[config.mk]
export PLATFORM = sky130hd
export DESIGN_NAME = pe_dma_sched
export DESIGN_NICKNAME = d
export VERILOG_FILES = /design/src/rtl/pe_dma_sched.sv
export SDC_FILE = /design/constraint.sdc
export NUM_CORES = 1
export LEC_CHECK = 0
export BUFFER_PORTS_ARGS = -buffer_cell sky130_fd_sc_hd__buf_4
export CAP_MARGIN = 5
export CORE_MARGIN = 4
export CORE_UTILIZATION = 40
export DETAILED_ROUTE_END_ITERATION = 8
export PLACE_DENSITY = 0.72
export SYNTH_ARGS = -nofsm -noshare
export SYNTH_HDL_FRONTEND = slang
export SYNTH_SLANG_ARGS = --single-unit
[constraint.sdc]
create_clock -name clk -period 5.45 [get_ports clk]
set_input_delay 1.09 -clock clk [delete_from_list [all_inputs] [get_ports clk]]
set_output_delay 1.09 -clock clk [all_outputs]
set_load 0.02 [all_outputs]
[src/rtl/pe_dma_sched.sv]
// ============================================================================
//  Module   : pe_dma_sched
//  Brief    : PE DMA sequencer. Latches the APB-programmed transfer on a
//             rising start edge, checks it, then splits it into bursts of at
//             most MAX_BURST words. Each burst is one read command followed
//             by the matching write command, with one command outstanding.
//  Revision : 1.0 - initial release
// ============================================================================
`default_nettype none

module pe_dma_sched #(
    parameter int ADDR_W    = 32,
    parameter int MAX_BURST = 16,
    parameter int LEN_W     = 5
) (
    input  logic              clk,
    input  logic              rst_n,
    input  logic [ADDR_W-1:0] dma_src_addr_i,
    input  logic [ADDR_W-1:0] dma_dst_addr_i,
    input  logic [31:0]       dma_size_i,
    input  logic [31:0]       dma_stride_i,
    input  logic [2:0]        dma_mode_i,
    input  logic              dma_start_i,
    output logic              rd_cmd_valid_o,
    input  logic              rd_cmd_ready_i,
    output logic [ADDR_W-1:0] rd_cmd_addr_o,
    output logic [LEN_W-1:0]  rd_cmd_len_o,
    input  logic              rd_resp_valid_i,
    input  logic              rd_resp_err_i,
    output logic              wr_cmd_valid_o,
    input  logic              wr_cmd_ready_i,
    output logic [ADDR_W-1:0] wr_cmd_addr_o,
    output logic [LEN_W-1:0]  wr_cmd_len_o,
    input  logic              wr_resp_valid_i,
    input  logic              wr_resp_err_i,
    output logic              dma_busy_o,
    output logic              dma_done_o,
    output logic              dma_error_o
);

    // Remaining word count: a 32-bit byte size holds at most 2^30 words.
    localparam int                 REM_W      = 30;
    localparam logic [REM_W-1:0]   MAX_REM    = REM_W'(MAX_BURST);
    localparam logic [LEN_W-1:0]   MAX_LEN    = LEN_W'(MAX_BURST);

    localparam logic [1:0] MODE_LINEAR  = 2'b00;
    localparam logic [1:0] MODE_SRC_STR = 2'b01;
    localparam logic [1:0] MODE_DST_STR = 2'b10;
    localparam logic [1:0] MODE_RSVD    = 2'b11;

    typedef enum logic [3:0] {
        S_IDLE    = 4'd0,
        S_CHECK   = 4'd1,
        S_RD_REQ  = 4'd2,
        S_RD_WAIT = 4'd3,
        S_WR_REQ  = 4'd4,
        S_WR_WAIT = 4'd5,
        S_NEXT    = 4'd6,
        S_DONE    = 4'd7,
        S_ERR     = 4'd8
    } state_t;

    state_t            state_q, state_d;
    logic              start_q;
    logic [ADDR_W-1:0] src_q, src_d;
    logic [ADDR_W-1:0] dst_q, dst_d;
    logic [31:0]       size_q, size_d;
    logic [ADDR_W-1:0] stride_q, stride_d;
    logic [1:0]        mode_q, mode_d;
    logic [REM_W-1:0]  rem_q, rem_d;

    logic              start_pulse;
    logic              cfg_bad;
    logic [LEN_W-1:0]  blen;
    logic [REM_W-1:0]  blen_words;
    logic [ADDR_W-1:0] blen_bytes;

    // Bit 0 of the mode field is a start alias handled by the register block.
    logic unused_mode_bit0;
    assign unused_mode_bit0 = dma_mode_i[0];

    assign start_pulse = dma_start_i & ~start_q;

    // Current burst size, derived from the working remaining count.
    assign blen       = (rem_q >= MAX_REM) ? MAX_LEN : rem_q[LEN_W-1:0];
    assign blen_words = {{(REM_W-LEN_W){1'b0}}, blen};
    assign blen_bytes = {{(ADDR_W-LEN_W-2){1'b0}}, blen, 2'b00};

    assign cfg_bad = (size_q == 32'd0) || (size_q[1:0] != 2'b00) ||
                     (mode_q == MODE_RSVD) ||
                     (src_q[1:0] != 2'b00) || (dst_q[1:0] != 2'b00);

    // State, working registers and start-edge history.
    always_ff @(posedge clk) begin
        if (!rst_n) begin
            state_q  <= S_IDLE;
            start_q  <= 1'b0;
            src_q    <= '0;
            dst_q    <= '0;
            size_q   <= '0;
            stride_q <= '0;
            mode_q   <= '0;
            rem_q    <= '0;
        end else begin
            state_q  <= state_d;
            start_q  <= dma_start_i;
            src_q    <= src_d;
            dst_q    <= dst_d;
            size_q   <= size_d;
            stride_q <= stride_d;
            mode_q   <= mode_d;
            rem_q    <= rem_d;
        end
    end

    // Next-state and working-register update for the burst sequencer.
    always_comb begin
        state_d  = state_q;
        src_d    = src_q;
        dst_d    = dst_q;
        size_d   = size_q;
        stride_d = stride_q;
        mode_d   = mode_q;
        rem_d    = rem_q;

        case (state_q)
            S_IDLE, S_DONE, S_ERR: begin
                if (start_pulse) begin
                    src_d    = dma_src_addr_i;
                    dst_d    = dma_dst_addr_i;
                    size_d   = dma_size_i;
                    stride_d = dma_stride_i[ADDR_W-1:0];
                    mode_d   = dma_mode_i[2:1];
                    state_d  = S_CHECK;
                end
            end
            S_CHECK: begin
                if (cfg_bad) begin
                    state_d = S_ERR;
                end else begin
                    rem_d   = size_q[31:2];
                    state_d = S_RD_REQ;
                end
            end
            S_RD_REQ: begin
                if (rd_cmd_ready_i) state_d = S_RD_WAIT;
            end
            S_RD_WAIT: begin
                if (rd_resp_valid_i) state_d = rd_resp_err_i ? S_ERR : S_WR_REQ;
            end
            S_WR_REQ: begin
                if (wr_cmd_ready_i) state_d = S_WR_WAIT;
            end
            S_WR_WAIT: begin
                if (wr_resp_valid_i) state_d = wr_resp_err_i ? S_ERR : S_NEXT;
            end
            S_NEXT: begin
                rem_d = rem_q - blen_words;
                case (mode_q)
                    MODE_SRC_STR: begin
                        src_d = src_q + stride_q;
                        dst_d = dst_q + blen_bytes;
                    end
                    MODE_DST_STR: begin
                        src_d = src_q + blen_bytes;
                        dst_d = dst_q + stride_q;
                    end
                    default: begin
                        src_d = src_q + blen_bytes;
                        dst_d = dst_q + blen_bytes;
                    end
                endcase
                state_d = (rem_d == '0) ? S_DONE : S_RD_REQ;
            end
            default: state_d = S_IDLE;
        endcase
    end

    // MODE_LINEAR is the default arm above; named here for readability only.
    logic unused_mode_linear;
    assign unused_mode_linear = (mode_q == MODE_LINEAR);

    assign rd_cmd_valid_o = (state_q == S_RD_REQ);
    assign rd_cmd_addr_o  = src_q;
    assign rd_cmd_len_o   = blen;
    assign wr_cmd_valid_o = (state_q == S_WR_REQ);
    assign wr_cmd_addr_o  = dst_q;
    assign wr_cmd_len_o   = blen;

    assign dma_busy_o  = (state_q != S_IDLE) && (state_q != S_DONE) && (state_q != S_ERR);
    assign dma_done_o  = (state_q == S_DONE);
    assign dma_error_o = (state_q == S_ERR);

endmodule

`default_nettype wire

* Yosys cells after proc, flatten, opt, wreduce, memory -nomap -nowiden
Index checks and enable logic that the tools add are counted.
** Storage, ports and cells
- Word-level logic and storage cells :: 74
- Output and inout port bits :: 79
- Input port bits :: 140
- Bits in registers :: 165
** Cells by class
- Bitwise operators :: 2
- Reduce and logical (&&, ||, !) cells :: 20
- Order comparisons :: 1
- Muxes and demuxes :: 19
- Equal/unequal tests :: 19
- Add/sub/neg operators :: 5
** Operators by type and width (number)
- 2-to-1 mux 32 bit :: 4
- case mux 32 bit (2 select lines) :: 2
- adder 32 bit :: 2
- adder 32 x 7 -> 32 bit :: 2
- case mux 30 bit (2 select lines) :: 1
- logical NOT 32 bit :: 1
- 2-to-1 mux 4 bit :: 8
- >= comparator 30 x 5 -> 1 bit (second input constant) :: 1
- logical NOT 30 bit :: 1
- 2-to-1 mux 30 bit :: 1
- subtractor 30 x 5 -> 30 bit :: 1
- case mux 4 bit (7 select lines) :: 1
- equality test 4 x 3 -> 1 bit (second input constant) :: 4
- nonzero test 2 bit :: 5
- equality test 4 x 2 -> 1 bit (second input constant) :: 2
- inequality test 2 bit (second input constant) :: 4
- AND reduction 2 bit :: 3
- 2-to-1 mux 5 bit :: 1
- AND reduction 5 bit :: 1
- equality test 2 bit (second input constant) :: 2
- equality test 4 x 1 -> 1 bit (second input constant) :: 1
- equality test 4 bit (second input constant) :: 1
- logical NOT 4 bit :: 1
- logical OR 1 bit :: 4
- other kinds (10) :: 12

* Logic depth before layout (Yosys ltp)
Gate-level depths: netlist of run 1.
- Depth in word-level cells :: 7
- Gate-level depth with buffers :: 19

* Worst setup path after synthesis of run 1
Ideal clock, no wire load.
- Path type :: reg2reg
- Start :: register rem_q[11]
- End :: register src_q[26] (netlist: rd_cmd_addr_o[26])
- Cell stages (with the launch flop) :: 20
- Arrival time :: 4.320 ns
- Setup slack :: 1.003 ns
- Required time :: 5.322 ns
- Period minus slack after synthesis :: 4.447 ns
- Path through :: dfxtp_1 -> or4_1 -> buf_2 -> nor3_2 -> nand2_2 -> nor2_4 -> and2_1 -> ha_1 -> inv_1 -> fa_1 -> nor2b_1 -> o21ai_0 -> a21boi_0 -> nor2_1 -> nor4_1 -> a21oi_1 -> o21ai_0 -> o21ai_0 -> a221oi_1 -> nor2_1
** Between the ends
- Cells in the longest elaborated chain, start to end :: 5
** RTL lines
- start: declaration :: RTL line 70 : logic [REM_W-1:0] rem_q, rem_d;
- start signal: assignment :: RTL line 112 : rem_q <= rem_d;
- >= comparator 30 x 5 -> 1 bit :: RTL line 85 : assign blen = (rem_q >= MAX_REM) ? MAX_LEN : rem_q[LEN_W-1:0];
- 2-to-1 mux 5 bit :: RTL line 85
- named net rd_cmd_len_o[0] :: RTL line 27 : output logic [LEN_W-1:0] rd_cmd_len_o,
- adder 32 x 7 -> 32 bit :: RTL line 165, 169
- 2-to-1 mux 32 bit
- case mux 32 bit (2 select lines) :: RTL line 126 : case (state_q)
- end signal: assignment :: RTL line 107 : src_q <= src_d;
- end: declaration :: RTL line 65 : logic [ADDR_W-1:0] src_q, src_d;
The timed path passes the listed nets, and every way through them passes these cells.
A chain may end at the register's enable or synchronous reset.

* Final worst setup path of run 1
- Start :: register rem_q[11]
- End :: register dst_q[28] (netlist: wr_cmd_addr_o[28])
** Between the ends
- Cells in the longest elaborated chain, start to end :: 5
** RTL lines
- >= comparator 30 x 5 -> 1 bit :: RTL line 85
- 2-to-1 mux 5 bit :: RTL line 85
- adder 32 x 7 -> 32 bit :: RTL line 162, 170
- 2-to-1 mux 32 bit
- case mux 32 bit (2 select lines) :: RTL line 126
- end signal: assignment :: RTL line 108 : dst_q <= dst_d;
- end: declaration :: RTL line 66 : logic [ADDR_W-1:0] dst_q, dst_d;
Every way passes these cells.

==> qor.yml, run 1 <==
status: "completed"
design_area_um2: 14500
dpl.hpwl_mm: 30.9
fillerInstances: 2942
yosysUniqueCellTypes: 78
tightest_slew_ns: 1.02
design.die.area_um2: 32800
seqCellArea_um2: 3300
syn_inst: 1617
cts_tree: "built"
grt_overflow: 0
fmax_mhz: 202
rsz0062_at_grt: "false"
p_clk_share_pct: 19.9
syn-cell-area_um2: 12000
crit_chain: "or4_1 > nor3_2 > nand2_2 > nor2_4 > and2_1 > ha_1 > inv_1 > fa_1 > nor2b_1 > o21a_1 > o21ai_0 > a211oi_1 > buf_4 > and3_1 > and2_1 > a21oi_1 > o21a_1 > a211oi_1 > o32ai_1"
multi_input_area_um2: 8260
drive_gt1_share_pct: 16.6
fp.dieH_um: 181
hold_viol: 0
globalplace.congestion: 0.989
synth-seq-cells: 165
finalNetCount: 1998
fin_crit_sh_pct: 90.7
power.density_nw_per_um2: 448
seq_power_share_pct: 28.1
reg2regPathDepth: 19
ys.flop_type: "dfxtp_1"
min_path_type: "flip-flop to flip-flop"
max_cap_violations: 0
comb_power_share_pct: 51.9
clk_pin_slew_worst_paths_ns: 0.08
clockBufferDepth: 2
total_power_mw: 6.51
whs_path_depth: 2
start_util_pct: 40.5
p_sw_mw: 3.05
routed_wl_mm: 42.1
required_ns: 5.74
synth_commonest_cells: "273 x nand2_1, 175 x a21oi_1, 165 x dfxtp_1"
cts_hold_buf: 0
cts_resized: 0
wire_per_inst_um: 19.3
ant_nets: 0
critPathKind: "flip-flop to flip-flop"
period_minus_slack_ns: 4.94
synth_edf_count: 0
viasPerCell: 5.90
yosys.area.top_type: "dfxtp_1"
first_global_vias: 12200
coreArea_um2: 29600
antenna_found_initial: 1
synth_warnings: 0
post_dp_cell_area_um2: 13900
crit_path_start_kind: "flip-flop"
ys_async_sr_fraction_pct: 0
synth_most_common_cell: "nand2_1"
setup_viol: 0
switching_share_pct: 46.8
internal_power_mw: 3.46
grt_max_degree: 92
drc_errors: 0
grt_usage_pct: 24.6
worstPathArrival_ns: 5.24
cts_num_sinks: 165
slowest_stage: "or4_1"
ys_seq_area_share_pct: 27.5
num_rows: 63
syn-num-nets: 1834
finClkSkew_ns: 0.0213
synth_top_area_share_pct: 27.5
syn2layout_area_growth_pct: 21.1
cts.root.buffer_cell: "clkbuf_16"
postSynthAreaPerCell_um2: 7.42
synth_area_leaders: "dfxtp_1 28%, nand2_1 8.5%, ha_1 7.6%, a21oi_1 7.3%, xnor2_1 4.3%"
p_leak_nw: 6.22
cts_made_buffers: 17
finalMaxSlewViolations: 0
io_buffers: 217
dr.pass1.iters: 6
fp.dieW_um: 181
cp_slowest_stage_delay_ns: 0.65
end_kind: "flip-flop"
grt_pass1_wl_mm: 66.2
htree_levels: 4
first_iter_violations: 1282
vias: 12900
cts_setup_buffers: 0
clk_latency_ns: 0.45
crit_fanout: 8
peakVddDrop_v: 0.000272
io_pins: 219
finalSetupTns_ns: 0
slew_headroom_pct: 32.0
## path summary, 6_finish.rpt
path	start	end	slack [ns]
worst max-delay path	rem_q[11]$_SDFFE_PN0P_	wr_cmd_addr_o[28]$_SDFFE_PN0P_	0.51
worst min-delay path	size_q[0]$_SDFFE_PN0P_	size_q[0]$_SDFFE_PN0P_	0.46
worst max register to register	rem_q[11]$_SDFFE_PN0P_	wr_cmd_addr_o[28]$_SDFFE_PN0P_	0.51
worst min register to register	size_q[0]$_SDFFE_PN0P_	size_q[0]$_SDFFE_PN0P_	0.46
## power by group through the flow
stage	Sequential [mW]	Combinational [mW]	Clock [mW]
6_report	1.83	3.38	1.30
5_1_grt	1.87	3.71	1.36
4_1_cts	1.82	3.36	1.31
3_5_place_dp	1.85	3.34	0
3_3_place_gp	1.84	3.30	0
2_1_floorplan	1.83	2.30	0
## metal layers
| layer | GRT usage (%) | routed length (µm) | share of wire, % | vias up |
|---|---|---|---|---|
| met4 | 8.29 | 1200 | 2.8 | 0 |
| met5 | 0 | 0 | 0 | - |
| met2 | 41.6 | 20100 | 48 | 500 |
| met1 | 31.5 | 18000 | 43 | 6047 |
| met3 | 4.71 | 2860 | 6.8 | 67 |
| li1 | - | - | - | 6270 |
## critical path, delay by kind of cell (launching register included)
kind	cells	cell delay (ns)
buffers and inverters	2	0.26
AND/OR/NAND/NOR	8	2.20
flip-flops	1	0.36
AO/OA/AOI/OAI	7	1.35
adder cells (fa/ha/maj)	2	0.63
## area by class of cell
cell class	instances	share of cell area [%]
inverter	31	0.818
clock buffer	19	3.05
tap	390	3.36
sequential	165	22.7
clock inverter	13	1.13
multi-input combinational	1332	56.8
timing repair buffer	234	12.1
antenna	1	0.0172
## per-stage QoR
stage	utilization, %	setup WS [ns]	cells	hold WS, ns
2_1_floorplan	-	1.00	1617	0.433
3_3_place_gp	47.0	0.701	2152	0.443
3_5_place_dp	47.0	0.636	2152	0.451
4_1_cts	49.0	0.586	2184	0.461
5_1_grt	49.0	0.229	2185	0.476
6_report	49.0	0.508	2185	0.462
## layout by cell type, fill, tap and decap left out, types with 39 or more instances in the layout
master / instances
xnor2_1: 59
dfxtp_1: 165
nand3_1: 52
nand2_1: 273
a211oi_1: 42
buf_4: 234
a21oi_1: 175
o21ai_0: 70
nor2_1: 130
ha_1: 73
nor3_1: 39
## sequential cells by signal (all words and copies together) (netlist names)
name and cells:
mode_q 2, wr_cmd_addr_o 32, rd_cmd_addr_o 32, size_q 32, start_q 1, stride_q 32
rem_q 30, state_q 4
## cells by family after synthesis
family          share of synthesized area, %
mux                                     1.12
other cells                           0.0312
buf+inv                                 3.93
xor+xnor                                6.64
simple gates                            24.3
fa+ha+maj                               8.28
flops                                   27.5
compound gates                          28.1
No activity file was read; power rests on OpenSTA's default activity.
==> inputs of run 2 (changes only) <==
CTS_BUF_LIST = sky130_fd_sc_hd__clkbuf_8   (was default)
clock period = 6.3 ns   (was 5.45 ns; I/O delays follow)
==> run 2 against run 1 <==
Routed wire length up 0.67%. Largest power group unchanged. Clock power is 37% lower. Setup slack better by 0.84 ns. Critical endpoint unchanged. Critical path depth did not move. Sequential share of layout area increased by 0.34 points. Combinational power shrank 13%. Flip-flop and latch count stayed put. Sequential power is 14% lower. Utilization is 0.73 points lower. Final cell count is 0.18% lower.
==> qor.yml, run 2 (same netlist as run 1, synthesis figures left out) <==
antenna_found_initial: 0
design_area_um2: 14300
whs_path_depth: 2
drive_gt1_share_pct: 16.5
io_pins: 219
finalNetCount: 1995
comb_power_share_pct: 55.1
seq_power_share_pct: 29.6
worstReg2RegStart: "rem_q[11]$_SDFFE_PN0P_"
max_cap_violations: 0
ant_nets: 0
crit_fanout: 8
tightest_slew_ns: 1.00
reg2regPathDepth: 19
finalMaxSlewViolations: 0
syn2layout_area_growth_pct: 19.3
p_leak_nw: 6.11
clk_latency_ns: 0.50
grt_max_degree: 88
final_common_cell: "nand2_1"
clockBufferDepth: 2
wire_per_inst_um: 19.5
fin_util_pct: 48.3
fmax_mhz: 202
top_layer: "met4"
switching_share_pct: 49.7
worst_hold_slack_ns: 0.477
n_antenna_cell: 0
hold_start: "size_q[1]$_SDFFE_PN0P_"
finalSetupTns_ns: 0
fp.dieW_um: 181
cts_tree: "built"
grt_overflow: 0
htree_levels: 4
crit_path_start_kind: "flip-flop"
cts_resized: 0
start_util_pct: 40.5
total_power_mw: 5.35
period_minus_slack_ns: 4.95
wl_met2_mm: 20.0
final_cell_mix: "273 x nand2_1, 231 x buf_4, 175 x a21oi_1, 165 x dfxtp_1, 130 x nor2_1"
io_buffers: 217
viasPerCell: 5.97
first_iter_violations: 1085
slew_headroom_pct: 33.1
internal_power_mw: 2.69
setup_viol: 0
cts_setup_buffers: 0
cts.root.buffer_cell: "clkbuf_8"
drc_errors: 0
clk_pin_slew_worst_paths_ns: 0.12
rsz0062_at_grt: "false"
vias: 13000
cts_made_buffers: 17
fin_crit_sh_pct: 78.6
hold_viol: 0
grt_pass1_wl_mm: 66.7
design.die.area_um2: 32800
r2r-end: "wr_cmd_addr_o[28]$_SDFFE_PN0P_"
worstPathArrival_ns: 5.31
reg2reg_setup_slack_ns: 1.35
coreArea_um2: 29600
globalplace.congestion: 0.979
status: "completed"
end_kind: "flip-flop"
wl_met1_mm: 17.5
min_to: "size_q[1]$_SDFFE_PN0P_"
wl_met3_mm: 3.38
cts_hold_buf: 0
dr.pass1.iters: 5
num_rows: 63
finClkSkew_ns: 0.0266
first_global_vias: 12400
peakVddDrop_v: 0.000181
grt_usage_pct: 24.9
p_clk_share_pct: 15.3
fillerInstances: 3013
critPathKind: "flip-flop to flip-flop"
dpl.hpwl_mm: 31.0
routed_wl_mm: 42.4
min_path_type: "flip-flop to flip-flop"
required_ns: 6.66
cts_num_sinks: 165
p_sw_mw: 2.66
post_dp_cell_area_um2: 13900
fp.dieH_um: 181
power.density_nw_per_um2: 373
-- run 2: final cells by class --
cell class | count | area [µm²] | share of cell area (%)
clock buffers | 17 | 234 | 1.63
clock inverters | 15 | 175 | 1.22
inverters | 31 | 119 | 0.830
multi-input cells | 1332 | 8260 | 57.7
flip-flops and latches | 165 | 3300 | 23.1
well taps | 390 | 488 | 3.41
repair buffers | 231 | 1730 | 12.1
-- run 2: metrics by stage --
| stage | worst slack (ns) | std cells |
|---|---|---|
| global placement | 1.48 | 2149 |
| detailed placement | 1.45 | 2149 |
| global route | 0.997 | 2181 |
| finish | 1.35 | 2181 |
| floorplan | 1.85 | 1617 |
| CTS | 1.39 | 2181 |
-- run 2: worst max-delay path by stage --
| stage | start | end | cells past startpoint |
|---|---|---|---|
| floorplan | rem_q[11]$_SDFFE_PN0P_ | rd_cmd_addr_o[26]$_SDFFE_PN0P_ | 19 |
| global placement | rem_q[11]$_SDFFE_PN0P_ | wr_cmd_addr_o[28]$_SDFFE_PN0P_ | 19 |
| detailed placement | rem_q[11]$_SDFFE_PN0P_ | wr_cmd_addr_o[28]$_SDFFE_PN0P_ | 19 |
| finish | rem_q[11]$_SDFFE_PN0P_ | wr_cmd_addr_o[28]$_SDFFE_PN0P_ | 19 |
| global route | rem_q[11]$_SDFFE_PN0P_ | wr_cmd_addr_o[28]$_SDFFE_PN0P_ | 19 |
| CTS | rem_q[11]$_SDFFE_PN0P_ | wr_cmd_addr_o[28]$_SDFFE_PN0P_ | 19 |
-- run 2: per-layer routing --
layer	up-vias	global-route usage [%]
met3	101	4.81
met1	6098	31.7
met5	-	0
li1	6271	-
met2	554	41.7
met4	0	9.34
-- run 2: power groups by stage --
stage | combinational (mW) | sequential [mW] | clock (mW)
2_1_floorplan | 1.99 | 1.59 | 0
3_3_place_gp | 2.86 | 1.59 | 0
3_5_place_dp | 2.91 | 1.60 | 0
4_1_cts | 2.92 | 1.57 | 0.830
5_1_grt | 3.22 | 1.62 | 0.869
6_report | 2.95 | 1.58 | 0.818
-- run 2: worst max-delay path, stage by stage (launching register included) --
cell      delay, ns
dfxtp_1        0.37
or4_1          0.65
nor3_2         0.33
nand2_2        0.19
nor2_4         0.21
and2_1         0.29
ha_1           0.23
inv_1          0.06
fa_1           0.42
nor2b_1        0.13
o21a_1         0.14
o21ai_0        0.21
a211oi_1       0.35
buf_4          0.19
and3_1         0.23
and2_1         0.23
a21oi_1        0.08
o21a_1         0.17
a211oi_1       0.23
o32ai_1        0.12
==> inputs of run 3 (changes only) <==
ABC_AREA = 1   (was default)
PLACE_DENSITY = 0.71   (was 0.72)
clock period = 5.04 ns   (was 6.3 ns; I/O delays follow)
==> run 3 against run 2 <==
Utilization hardly changed. Power is 3.5% lower. Count of clock-buffer cells in the layout is 1 higher. Routed wire length is 10% higher. Largest cell class unchanged. Sequential share of layout area is 1.6 points lower. Register-to-register slack worse by 0.80 ns. Setup slack worse by 0.80 ns. Critical path type unchanged. Highest routed layer unchanged.
==> qor.yml, run 3 <==
p_leak_nw: 6.82
fin_crit_sh_pct: 89.1
postSynthAreaPerCell_um2: 6.28
place_ws_ns: 0.673
post_dp_cell_area_um2: 15000
grt_pass1_wl_mm: 73.1
htree_levels: 4
clockBufferDepth: 2
clk_latency_ns: 0.52
cts.root.buffer_cell: "clkbuf_8"
finalMaxSlewViolations: 0
cts_made_buffers: 17
fmax_mhz: 223
synth_edf_count: 0
first_global_vias: 13500
crit_path_start_kind: "flip-flop"
critPathKind: "flip-flop to flip-flop"
start_util_pct: 40.9
grt_usage_pct: 25.3
critPathBufInv: 3
wire_per_inst_um: 17.4
internal_power_mw: 2.80
antenna_found_initial: 0
end_kind: "flip-flop"
slew_headroom_pct: 18.8
crit_fanout: 11
first_iter_violations: 1265
fp.dieW_um: 188
drc_errors: 0
cp_top_family: "simple AND/OR/NAND/NOR gates"
min_path_type: "flip-flop to flip-flop"
setup_slack_ns: 0.550
design_area_um2: 15400
synth_area_leaders: "dfxtp_1 25%, nand2_1 13%, nor2_1 8.8%, ha_1 7.0%, o21ai_0 6.7%"
max_cap_violations: 0
synth_most_common_cell: "nand2_1"
syn-cell-area_um2: 13000
num_rows: 65
dr.pass1.iters: 6
fillerInstances: 3351
coreArea_um2: 31800
worstReg2RegStart: "rem_q[15]$_SDFFE_PN0P_"
crit_chain: "nor2_2 > nand2_1 > nor2_1 > nand2_1 > inv_2 > nand2_4 > nor2_1 > ha_1 > inv_1 > fa_1 > o21ai_1 > a21oi_1 > nor3_2 > nand2_1 > nor2_1 > buf_4 > nand2_1 > nor2_2 > nand2_1 > nor2_1 > nand2_1 > xor2_1 > o211ai_1 > a21oi_1"
dpl.cell_count: 2654
cts_num_sinks: 165
rsz0062_at_grt: "false"
peakVddDrop_v: 0.000247
startpoint: "rem_q[15]$_SDFFE_PN0P_"
io_buffers: 217
syn2layout_area_growth_pct: 17.9
syn-num-nets: 2289
hold_viol: 0
fp.dieH_um: 188
cp_num_cells: 24
synth-seq-cells: 165
yosysUniqueCellTypes: 55
globalplace.congestion: 0.999
power.density_nw_per_um2: 336
status: "completed"
finClkSkew_ns: 0.0245
setup_viol: 0
routed_wl_mm: 46.8
cts_hold_buf: 0
reg2reg_setup_slack_ns: 0.55
synth_top_area_share_pct: 25.4
synth_warnings: 0
p_clk_share_pct: 19.9
finalSetupTns_ns: 0
yosys.area.top_type: "dfxtp_1"
endpoint: "rd_cmd_addr_o[26]$_SDFFE_PN0P_"
ys.flop_type: "dfxtp_1"
comb_power_share_pct: 46.7
clk_pin_slew_worst_paths_ns: 0.10
design.die.area_um2: 35500
synth_commonest_cells: "451 x nand2_1, 305 x nor2_1, 190 x inv_1"
cp_common_cell: "nand2_1"
p_sw_mw: 2.36
instances_no_fill: 2686
finalNetCount: 2455
worst_hold_slack_ns: 0.495
cts_setup_buffers: 0
io_pins: 219
final_cell_mix: "449 x nand2_1, 303 x nor2_1, 228 x buf_4, 189 x inv_1, 175 x o21ai_0"
grt_overflow: 0
period_minus_slack_ns: 4.49
switching_share_pct: 45.8
worstPathArrival_ns: 4.86
dpl.hpwl_mm: 35.4
ys_seq_area_share_pct: 25.4
r2r-end: "rd_cmd_addr_o[26]$_SDFFE_PN0P_"
required_ns: 5.41
drive_gt1_share_pct: 13.9
n_antenna_cell: 0
final_common_cell: "nand2_1"
cp_slowest_stage_delay_ns: 0.42
syn_inst: 2072
slowest_stage: "nor2_1"
cts_resized: 0
seq_power_share_pct: 33.3
reg2regPathDepth: 24
ant_nets: 0
grt_max_degree: 86
ys_async_sr_fraction_pct: 0
cts_tree: "built"
viasPerCell: 5.46
vias: 14700
tightest_slew_ns: 1.22
[run 3: cell types whose count changed in the layout (fill, tap and decap cells not counted), moves of 23 or more]
cell      change
a31oi_1      +36
inv_1       +160
o21ai_0     +105
a211oi_1     -39
nand2_1     +176
nor2_1      +173
nand3_1      +28
nand4_1      +23
o211ai_1     +24
and3_1       -25
a311oi_1     -24
xnor2_1      -33
a21o_1       -30
[run 3: tightest hold or removal path, delay by kind of cell (launching register included)]
kind	cells	cell delay, ns
and+or+nand+nor	1	0.06
AOI/OAI and AO/OA	1	0.07
DFF	1	0.32
[run 3: worst min path at each step]
stage,start,to,slack [ns],cells past startpoint
detailed placement,size_q[0]$_SDFFE_PN0P_,size_q[0]$_SDFFE_PN0P_,0.48,2
CTS,size_q[31]$_SDFFE_PN0P_,rem_q[29]$_SDFFE_PN0P_,0.50,2
finish,size_q[31]$_SDFFE_PN0P_,rem_q[29]$_SDFFE_PN0P_,0.50,2
global placement,size_q[0]$_SDFFE_PN0P_,size_q[0]$_SDFFE_PN0P_,0.47,2
floorplan,size_q[0]$_SDFFE_PN0P_,size_q[0]$_SDFFE_PN0P_,0.45,2
global route,size_q[29]$_SDFFE_PN0P_,rem_q[27]$_SDFFE_PN0P_,0.53,2
[run 3: final cells by class]
class | count | area [µm²] | share of cell area, %
clock buffers | 18 | 248 | 1.61
clock inverters | 14 | 151 | 0.986
inverters | 200 | 751 | 4.89
multi-input cells | 1626 | 8640 | 56.3
flip-flops and latches | 165 | 3300 | 21.5
well taps | 435 | 544 | 3.55
repair buffers | 228 | 1710 | 11.1
[run 3: through the flow]
step	util, %	total power, mW
3_5_place_dp	47.0	4.13
4_1_cts	48.3	5.15
3_3_place_gp	47.0	4.09
2_1_floorplan	-	3.38
5_1_grt	48.3	5.52
6_report	48.3	5.16
[run 3: cell families after synthesis]
group,after synthesis,share of synthesized area [%]
other cells,1,0.0288
compound gates,508,22.5
fa+ha+maj,77,7.63
simple gates,967,31.2
xor+xnor,73,4.91
flops,165,25.4
buf+inv,281,8.34
[run 3: metal layers]
layer | routed length, µm | global-route usage, % | vias to the layer above
li1 | - | - | 7331
met1 | 21000 | 34.0 | 6668
met2 | 20900 | 40.7 | 580
met3 | 3610 | 5.71 | 84
met4 | 1210 | 7.71 | 0
met5 | 0 | 0 | -
[run 3: power by group through the flow]
| stage | sequential [mW] | clock (mW) | combinational (mW) |
|---|---|---|---|
| after global routing | 1.74 | 1.09 | 2.69 |
| after CTS | 1.71 | 1.04 | 2.39 |
| after floorplan | 1.72 | 0 | 1.65 |
| after global placement | 1.74 | 0 | 2.35 |
| after detailed placement | 1.75 | 0 | 2.38 |
| final | 1.72 | 1.03 | 2.41 |
